### src/rtl/router_pkg.sv
// Shared types and header field positions for the router packet datapath.
package router_pkg;

  localparam int unsigned BYTE_W      = 8;
  localparam int unsigned HDR_LEN_MSB = 7;
  localparam int unsigned HDR_LEN_LSB = 2;
  localparam int unsigned LEN_W       = HDR_LEN_MSB - HDR_LEN_LSB + 1;
  localparam int unsigned ADDR_W      = 2;

  localparam logic [ADDR_W-1:0] ADDR_INVALID = 2'b11;

  typedef enum logic [2:0] {
    StIdle,
    StHeader,
    StPayload,
    StParity,
    StDrain
  } state_e;

endpackage

### src/rtl/rr_arbiter.sv
// Combinational round-robin pick: first requester at or after ptr, one-hot plus index.
module rr_arbiter #(
  parameter int unsigned NUM_SRC = 3,
  parameter int unsigned SRC_W   = 2
) (
  input  logic [NUM_SRC-1:0] req,
  input  logic [SRC_W-1:0]   ptr,
  output logic [NUM_SRC-1:0] grant,
  output logic [SRC_W-1:0]   grant_idx
);

  logic [NUM_SRC-1:0]   mask;
  logic [2*NUM_SRC-1:0] dbl;
  logic [2*NUM_SRC-1:0] dbl_pick;
  logic [2*NUM_SRC-1:0] one_w;

  always_comb begin
    mask = '0;
    for (int i = 0; i < NUM_SRC; i++) begin
      mask[i] = (i >= int'(ptr));
    end
    one_w    = '0;
    one_w[0] = 1'b1;
    // Low half holds requests at/after ptr, high half wraps to the full vector.
    dbl      = {req, req & mask};
    dbl_pick = dbl & (~dbl + one_w);
    grant    = dbl_pick[NUM_SRC-1:0] | dbl_pick[2*NUM_SRC-1:NUM_SRC];
    grant_idx = '0;
    for (int i = 0; i < NUM_SRC; i++) begin
      if (grant[i]) grant_idx = SRC_W'(i);
    end
  end

endmodule

### src/rtl/router_src_arbiter.sv
// Packet-level round-robin arbiter sharing the router input port between packet sources.
module router_src_arbiter
  import router_pkg::*;
#(
  parameter int unsigned NUM_SRC = 3,
  parameter int unsigned SRC_W   = 2
) (
  input  logic                      clk,
  input  logic                      reset,
  input  logic [NUM_SRC-1:0]        src_req,
  input  logic [BYTE_W*NUM_SRC-1:0] src_data,
  output logic [NUM_SRC-1:0]        src_rd,
  output logic [NUM_SRC-1:0]        src_grant,
  input  logic                      busy,
  output logic [BYTE_W-1:0]         datain,
  output logic                      packet_valid,
  output logic [SRC_W-1:0]          cur_src,
  output logic                      pkt_done,
  output logic                      parity_err,
  output logic                      addr_err
);

  state_e              state_q, state_d;
  logic [SRC_W-1:0]    ptr_q, ptr_d;
  logic [NUM_SRC-1:0]  grant_q, grant_d;
  logic [SRC_W-1:0]    cur_q, cur_d;
  logic [LEN_W-1:0]    cnt_q, cnt_d;
  logic [BYTE_W-1:0]   par_q, par_d;
  logic [BYTE_W-1:0]   data_q, data_d;
  logic                pv_q, pv_d;
  logic                full_q, full_d;
  logic                done_q, done_d;
  logic                perr_q, perr_d;
  logic                aerr_q, aerr_d;

  logic [NUM_SRC-1:0]  arb_grant;
  logic [SRC_W-1:0]    arb_idx;
  logic [BYTE_W-1:0]   sel;
  logic                load, consume, byte_st, rd_en;

  rr_arbiter #(
    .NUM_SRC (NUM_SRC),
    .SRC_W   (SRC_W)
  ) u_rr_arbiter (
    .req       (src_req),
    .ptr       (ptr_q),
    .grant     (arb_grant),
    .grant_idx (arb_idx)
  );

  // Output register accepts a new byte when empty or when the router takes the current one.
  assign load    = !full_q || !busy;
  assign consume = full_q && !busy;
  assign byte_st = (state_q == StHeader) || (state_q == StPayload) || (state_q == StParity);
  assign rd_en   = load && byte_st;

  always_comb begin
    sel = '0;
    for (int i = 0; i < NUM_SRC; i++) begin
      if (cur_q == SRC_W'(i)) sel = src_data[i*BYTE_W +: BYTE_W];
    end
  end

  always_ff @(posedge clk) begin
    if (reset) begin
      state_q <= StIdle;
      ptr_q   <= '0;
      grant_q <= '0;
      cur_q   <= '0;
      cnt_q   <= '0;
      par_q   <= '0;
      data_q  <= '0;
      pv_q    <= 1'b0;
      full_q  <= 1'b0;
      done_q  <= 1'b0;
      perr_q  <= 1'b0;
      aerr_q  <= 1'b0;
    end else begin
      state_q <= state_d;
      ptr_q   <= ptr_d;
      grant_q <= grant_d;
      cur_q   <= cur_d;
      cnt_q   <= cnt_d;
      par_q   <= par_d;
      data_q  <= data_d;
      pv_q    <= pv_d;
      full_q  <= full_d;
      done_q  <= done_d;
      perr_q  <= perr_d;
      aerr_q  <= aerr_d;
    end
  end

  always_comb begin
    state_d = state_q;
    case (state_q)
      StIdle:    if (|src_req) state_d = StHeader;
      StHeader:  if (load) begin
        state_d = (sel[HDR_LEN_MSB:HDR_LEN_LSB] == '0) ? StParity : StPayload;
      end
      StPayload: if (load && (cnt_q == LEN_W'(1))) state_d = StParity;
      StParity:  if (load) state_d = StDrain;
      StDrain:   if (consume) state_d = StIdle;
      default:   state_d = StIdle;
    endcase
  end

  always_comb begin
    ptr_d   = ptr_q;
    grant_d = grant_q;
    cur_d   = cur_q;
    cnt_d   = cnt_q;
    par_d   = par_q;
    data_d  = data_q;
    pv_d    = pv_q;
    full_d  = full_q;
    done_d  = 1'b0;
    perr_d  = 1'b0;
    aerr_d  = 1'b0;
    src_rd  = rd_en ? grant_q : '0;

    if (consume) full_d = 1'b0;
    if (rd_en) begin
      full_d = 1'b1;
      data_d = sel;
    end

    case (state_q)
      StIdle: if (|src_req) begin
        grant_d = arb_grant;
        cur_d   = arb_idx;
      end
      StHeader: if (load) begin
        pv_d   = 1'b1;
        cnt_d  = sel[HDR_LEN_MSB:HDR_LEN_LSB];
        par_d  = sel;
        aerr_d = (sel[ADDR_W-1:0] == ADDR_INVALID);
      end
      StPayload: if (load) begin
        pv_d  = 1'b1;
        par_d = par_q ^ sel;
        cnt_d = cnt_q - LEN_W'(1);
      end
      StParity: if (load) begin
        pv_d   = 1'b0;
        perr_d = (sel != par_q);
      end
      StDrain: if (consume) begin
        done_d  = 1'b1;
        grant_d = '0;
        ptr_d   = (cur_q == SRC_W'(NUM_SRC - 1)) ? '0 : cur_q + SRC_W'(1);
      end
      default: ;
    endcase
  end

  assign src_grant    = grant_q;
  assign cur_src      = cur_q;
  assign datain       = data_q;
  assign packet_valid = pv_q;
  assign pkt_done     = done_q;
  assign parity_err   = perr_q;
  assign addr_err     = aerr_q;

endmodule

### config.mk
export PLATFORM = sky130hd
export DESIGN_NAME = router_src_arbiter
export DESIGN_NICKNAME = d
export VERILOG_FILES = /design/src/rtl/router_pkg.sv /design/src/rtl/rr_arbiter.sv /design/src/rtl/router_src_arbiter.sv
export SDC_FILE = /design/constraint.sdc
export NUM_CORES = 1
export LEC_CHECK = 0
export ABC_CLOCK_PERIOD_IN_PS = 4600
export BUFFER_PORTS_ARGS = -buffer_cell sky130_fd_sc_hd__buf_2
export CAP_MARGIN = 10
export CORE_MARGIN = 4
export CORE_UTILIZATION = 40
export CTS_BUF_LIST = sky130_fd_sc_hd__clkbuf_16
export CTS_CLUSTER_SIZE = 20
export DETAILED_ROUTE_END_ITERATION = 6
export MAX_ROUTING_LAYER = met4
export PLACE_DENSITY = 0.67
export SYNTH_ARGS = -nofsm -noshare
export SYNTH_HDL_FRONTEND = slang
export SYNTH_SLANG_ARGS = --single-unit
### constraint.sdc
create_clock -name clk -period 4.6 [get_ports clk]
set_input_delay 0.46 -clock clk [delete_from_list [all_inputs] [get_ports clk]]
set_output_delay 0.46 -clock clk [all_outputs]
set_load 0.02 [all_outputs]
==> results of run 1 <==
[layout make-up]
cell class              count  area [µm²]
flip-flops and latches     37         741
inverters                   2        7.51
clock buffers               5         125
repair buffers             49         245
multi-input cells         189        1190
clock inverters             3        13.8
fillers                   513        2410
well taps                  67        83.8
[routing by layer]
layer / up-vias / share of wire / wire length (µm)
li1: 952 / - / -
met1: 831 / 0.46 / 2130
met2: 35 / 0.49 / 2270
met3: 2 / 0.050 / 231
met4: 0 / 0.0030 / 14
met5: - / 0 / 0
[report_power, final]
group / switching, mW / internal (mW)
clock: 0.121 / 0.196
combinational: 0.494 / 0.366
sequential: 0.134 / 0.440
[sequential cells by signal, summed over array words and instances, names as in the netlist]
name,count
datain,8
par_q,8
cnt_q,6
src_grant,3
state_q,3
cur_src,2
ptr_q,2
addr_err,1
full_q,1
packet_valid,1
parity_err,1
pkt_done,1
[critical path: cells and delay by family, from the launching register on]
| kind | cells | cell delay (ps) |
|---|---|---|
| buffers and inverters | 1 | 160 |
| DFF | 1 | 590 |
| and+or+nand+nor | 3 | 970 |
[cells in the mapped netlist (all sizes together), types with 2 or more instances]
library cell / count
nor3b: 3
o21ai: 12
a211oi: 8
nand2: 19
clkbuf: 6
a21oi: 20
nand3b: 8
buf: 10
inv: 2
nor4: 5
o22ai: 2
o211ai: 2
nand3: 6
dfxtp: 37
or3: 2
mux2i: 10
xor2: 8
o21a: 10
nor2b: 2
and2: 4
nor2: 35
ha: 2
nor3: 8
a22oi: 4
xnor2: 7
nand2b: 2
[cell families after synthesis]
logic type | share of synthesized area
flops | 0.364
buf+inv | 0.0504
mux | 0.0492
xor+xnor | 0.0646
fa+ha+maj | 0.0123
simple gates | 0.260
compound gates | 0.200
[cell usage in the layout (no fill, tap or decap), types with 2 or more instances in the layout]
cell type / count
buf_2: 49
dfxtp_1: 37
nor2_1: 34
a21oi_1: 20
nand2_1: 19
mux2i_1: 10
nand3b_1: 8
o21ai_0: 8
o21a_1: 8
xor2_1: 8
a211oi_1: 8
nor3_1: 7
xnor2_1: 7
nand3_1: 6
clkbuf_16: 5
and2_1: 4
a22oi_1: 4
nor4_1: 4
inv_1: 3
o21a_2: 2
o21ai_2: 2
nand2b_1: 2
nor2b_1: 2
o21ai_1: 2
o211ai_1: 2
o22ai_1: 2
ha_1: 2
clkinv_2: 2
[through the flow]
step / utilization / hold slack, ps
floorplan: - / 449
global placement: 0.471 / 464
detailed placement: 0.471 / 470
CTS: 0.500 / 477
global route: 0.500 / 508
finish: 0.500 / 474
[worst paths after layout]
kind / slack [ps] / end / cells past startpoint / from
setup / recovery: 2140 / src_rd[0] / 4 / state_q[1]$_SDFFE_PP0P_
hold / removal: 470 / cnt_q[4]$_SDFFE_PP0P_ / 2 / cnt_q[4]$_SDFFE_PP0P_
setup reg to reg: 2400 / cnt_q[3]$_SDFFE_PP0P_ / 5 / state_q[1]$_SDFFE_PP0P_
hold reg to reg: 470 / cnt_q[4]$_SDFFE_PP0P_ / 2 / cnt_q[4]$_SDFFE_PP0P_
==> reports/metrics.cfg, run 1 <==
[floorplan]
dieArea_um2 = 6290
start_util = 0.422
dieHeight_um = 79.3
die_w_um = 79.3
io_pins = 50
core_region_area_um2 = 4820
rows = 25

[setup_path]
critPathKind = reg2out
slowest_stage = nor3_4
start_kind = register
cp_max_fo = 18
slowest_delay_ps = 600
worst_setup_path_end_kind = output pin
crit_chain = nor2_2 -> nor3_4 -> and2_1 -> buf_2
crit_required_ps = 4140
crit_arrival_ps = 2000

[sta]
fin_ws_ps = 2140
finalHoldViolCount = 0
finalCritPeriodShare = 0.534
fin_crit_ps = 2460
max_freq_mhz = 407
slew_viol_final = 0
rsz0062_at_grt = false
finClkSkew_ps = 3.47
max_slew_margin = 0.514
setup_viol = 0
worst_pin_slew_ps = 728
fin_setup_tns_ps = 0

[global_routing]
overflow = 0
grt_pass1_wl_um = 7910
grt_usage = 0.162
busiest_layer = met2
use_met2 = 0.254
antenna_found_initial = 0
grt_use_met1 = 0.208
grt_max_degree = 37
grt_pass1_vias = 1668
use_met3 = 0.0397

[detailed_routing]
antenna_left = 0
route.detailed.drc = 0
viasPerCell = 5.17
vias = 1820
wl_um = 4640
route.detailed.wl_per_inst_um = 13.2
dr.pass1.iters = 4
drt-initial-drc-count = 86

[yosys]
ys_ff_latch = 37
synth_cell_types = 47
synth_area_um2 = 2030
ys_async_sr_fraction = 0
synth_cells = 244
synth_top_area_cell = dfxtp_1
synth_edf_count = 0
syn_area_per_cell_um2 = 8.34
synthFlopType = dfxtp_1
yosys_warnings = 0
synth_top_area_frac = 0.364
synthTopCellsByArea = dfxtp_1, nor2_1, a21oi_1
ys_seq_area_frac = 0.364
synth_fp_nets = 276

[clocking]
cts.sinks = 37
clock_path_buffers = 2
cts-buffers-inserted = 5
hold_buffers = 0
cts.reportedPaths.clkPinSlew_ps = 50
cts_tree = yes
cts_resized = 0
postCtsSetupBuffers = 0
htree_levels = 2
insertion_delay_ps = 270
clockRootBuffer = clkbuf_16

[power]
total_power_mw = 1.75
p_per_area_nw_per_um2 = 727
leakagePower_nw = 0.942
ir_drop_mv = 0.309

[layout]
areaGrowthSynthToFinish_pct = 18.3
fin_cells = 352
final_area_um2 = 2410
fin_nets = 316
drive_gt1_frac = 0.232
antenna_cells = 0

[placed_design]
dpl_worst_slack_ps = 2400
dp_hpwl_um = 3360
dpl_cell_area_um2 = 2270
io_buffer_count = 49
placed_cells = 344
gp_congestion = 0.803

[min_path]
hold_path.class = reg2reg

[outcome]
status = completed

[flow_run]
cap_violations = 0

(Power assumes the default switching activity.)
==> run 2: changes to the inputs <==
--- a/config.mk
+++ b/config.mk
@@ -5,7 +5,7 @@
 export SDC_FILE = /design/constraint.sdc
 export NUM_CORES = 1
 export LEC_CHECK = 0
-export ABC_CLOCK_PERIOD_IN_PS = 4600
+export ABC_CLOCK_PERIOD_IN_PS = 2300
 export BUFFER_PORTS_ARGS = -buffer_cell sky130_fd_sc_hd__buf_2
 export CAP_MARGIN = 10
 export CORE_MARGIN = 4
==> constraint.sdc (replaced) <==
create_clock -name clk -period 2.3 [get_ports clk]
set_input_delay 0.23 -clock clk [delete_from_list [all_inputs] [get_ports clk]]
set_output_delay 0.23 -clock clk [all_outputs]
set_load 0.02 [all_outputs]
==> run 2 against run 1 <==
  * First-iteration DRC count up 28%
  * Register-to-register slack worse by 2100 ps
  * Sequential power up 99%
  * Critical path type unchanged
  * Largest cell class unchanged
  * Highest routed layer unchanged
==> reports/metrics.cfg, run 2 (same netlist as run 1, synthesis figures left out) <==
[layout]
final_area_um2 = 2490
antenna_cells = 0
fin_nets = 320
drive_gt1_frac = 0.246
areaGrowthSynthToFinish_pct = 22.3
final_common_cell = buf_2
fin_cells = 356
final_cell_mix = buf_2, dfxtp_1, nor2_1, a21oi_1, nand2_1

[sta]
fin_crit_ps = 2000
max_freq_mhz = 499
worst_pin_slew_ps = 676
whs_ps = 290
finClkSkew_ps = 7.03
finalCritPeriodShare = 0.871
fin_ws_ps = 296
fin_setup_tns_ps = 0
finalHoldViolCount = 0
rsz0062_at_grt = false
max_slew_margin = 0.549
slew_viol_final = 0
setup_viol = 0

[clocking]
postCtsSetupBuffers = 0
cts-buffers-inserted = 5
clockRootBuffer = clkbuf_16
htree_levels = 2
hold_buffers = 0
cts.sinks = 37
cts_tree = yes
clock_path_buffers = 2
cts_resized = 0
insertion_delay_ps = 280
cts.reportedPaths.clkPinSlew_ps = 50

[placed_design]
dp_hpwl_um = 3530
dpl_worst_slack_ps = 396
io_buffer_count = 49
placed_cells = 348
dpl_cell_area_um2 = 2300
gp_congestion = 0.850

[detailed_routing]
antenna_left = 0
route.detailed.wl_per_inst_um = 13.7
drt-initial-drc-count = 110
viasPerCell = 5.21
wl_um = 4890
dr.pass1.iters = 4
route.detailed.drc = 0
vias = 1856

[outcome]
status = completed

[setup_path]
crit_required_ps = 2070
critPathKind = reg2out
crit_arrival_ps = 1770
r2r_cells = 6
start_kind = register
r2r_slack_ps = 350
worst_setup_path_end_kind = output pin
r2r-start = cur_src[1]$_SDFFE_PP0P_
reg2reg_to = parity_err$_SDFF_PP0_
cp_max_fo = 17

[global_routing]
overflow = 0
grt_usage = 0.170
grt_pass1_vias = 1708
grt_pass1_wl_um = 8290
antenna_found_initial = 0
grt_max_degree = 37

[floorplan]
dieArea_um2 = 6290
core_region_area_um2 = 4820
start_util = 0.422
die_w_um = 79.3
io_pins = 50
dieHeight_um = 79.3
rows = 25

[flow_run]
cap_violations = 0

[min_path]
whs_path_depth = 3
hold_path.class = in2reg
min_to = src_grant[0]$_SDFFE_PP0P_
hold_start = src_req[0]

[power]
leakagePower_nw = 0.982
ir_drop_mv = 0.840
p_per_area_nw_per_um2 = 1530

run 2: changes by cell type in the layout (fill, tap and decap cells not counted):
cell       delta
clkinv_2      -1
bufinv_16     +2
buf_4         +4
inv_1         -1
run 2: where the power goes:
part	switching [mW]	leakage, nW	internal, mW
Clock	0.249	0.0938	0.618
Sequential	0.258	0.303	0.880
Combinational	1.03	0.585	0.770
Total	1.54	0.982	2.27
run 2: final cells by class:
| class | instances | area (µm²) |
|---|---|---|
| clock buffer | 5 | 125 |
| clock inverter | 3 | 65.1 |
| fill | 493 | 2330 |
| inverter | 2 | 7.51 |
| multi-input combinational | 189 | 1190 |
| sequential | 37 | 741 |
| tap | 67 | 83.8 |
| timing repair buffer | 53 | 275 |
run 2: worst max-delay path by stage:
stage | startpoint | endpoint | slack (ps) | cells after the start
finish | state_q[1]$_SDFFE_PP0P_ | src_rd[0] | 300 | 5
global route | cur_src[1]$_SDFFE_PP0P_ | state_q[0]$_SDFFE_PP0P_ | 150 | 6
CTS | state_q[1]$_SDFFE_PP0P_ | src_rd[0] | 280 | 5
detailed placement | cur_src[1]$_SDFFE_PP0P_ | state_q[0]$_SDFFE_PP0P_ | 400 | 6
global placement | cur_src[1]$_SDFFE_PP0P_ | state_q[0]$_SDFFE_PP0P_ | 440 | 6
floorplan | cur_src[1]$_SDFFE_PP0P_ | state_q[0]$_SDFFE_PP0P_ | 650 | 6
run 2: metrics by stage:
step | utilization | power [mW]
2_1_floorplan | - | 2.57
3_3_place_gp | 0.477 | 2.93
3_5_place_dp | 0.477 | 2.94
4_1_cts | 0.517 | 3.84
5_1_grt | 0.517 | 4.13
6_report | 0.517 | 3.81
run 2: layer usage:
layer | up-vias | routed length [µm] | global-route usage
li1 | 960 | - | -
met1 | 841 | 2200 | 0.221
met2 | 50 | 2400 | 0.264
met3 | 5 | 258 | 0.0488
met4 | 0 | 33 | 0.0361
met5 | - | 0 | -
run 2: critical path, cell delays in order (launching register included):
cell and delay, ps:
dfxtp_1 580, nor2_2 160, nor3_4 190, buf_4 250, and2_1 150, buf_2 160
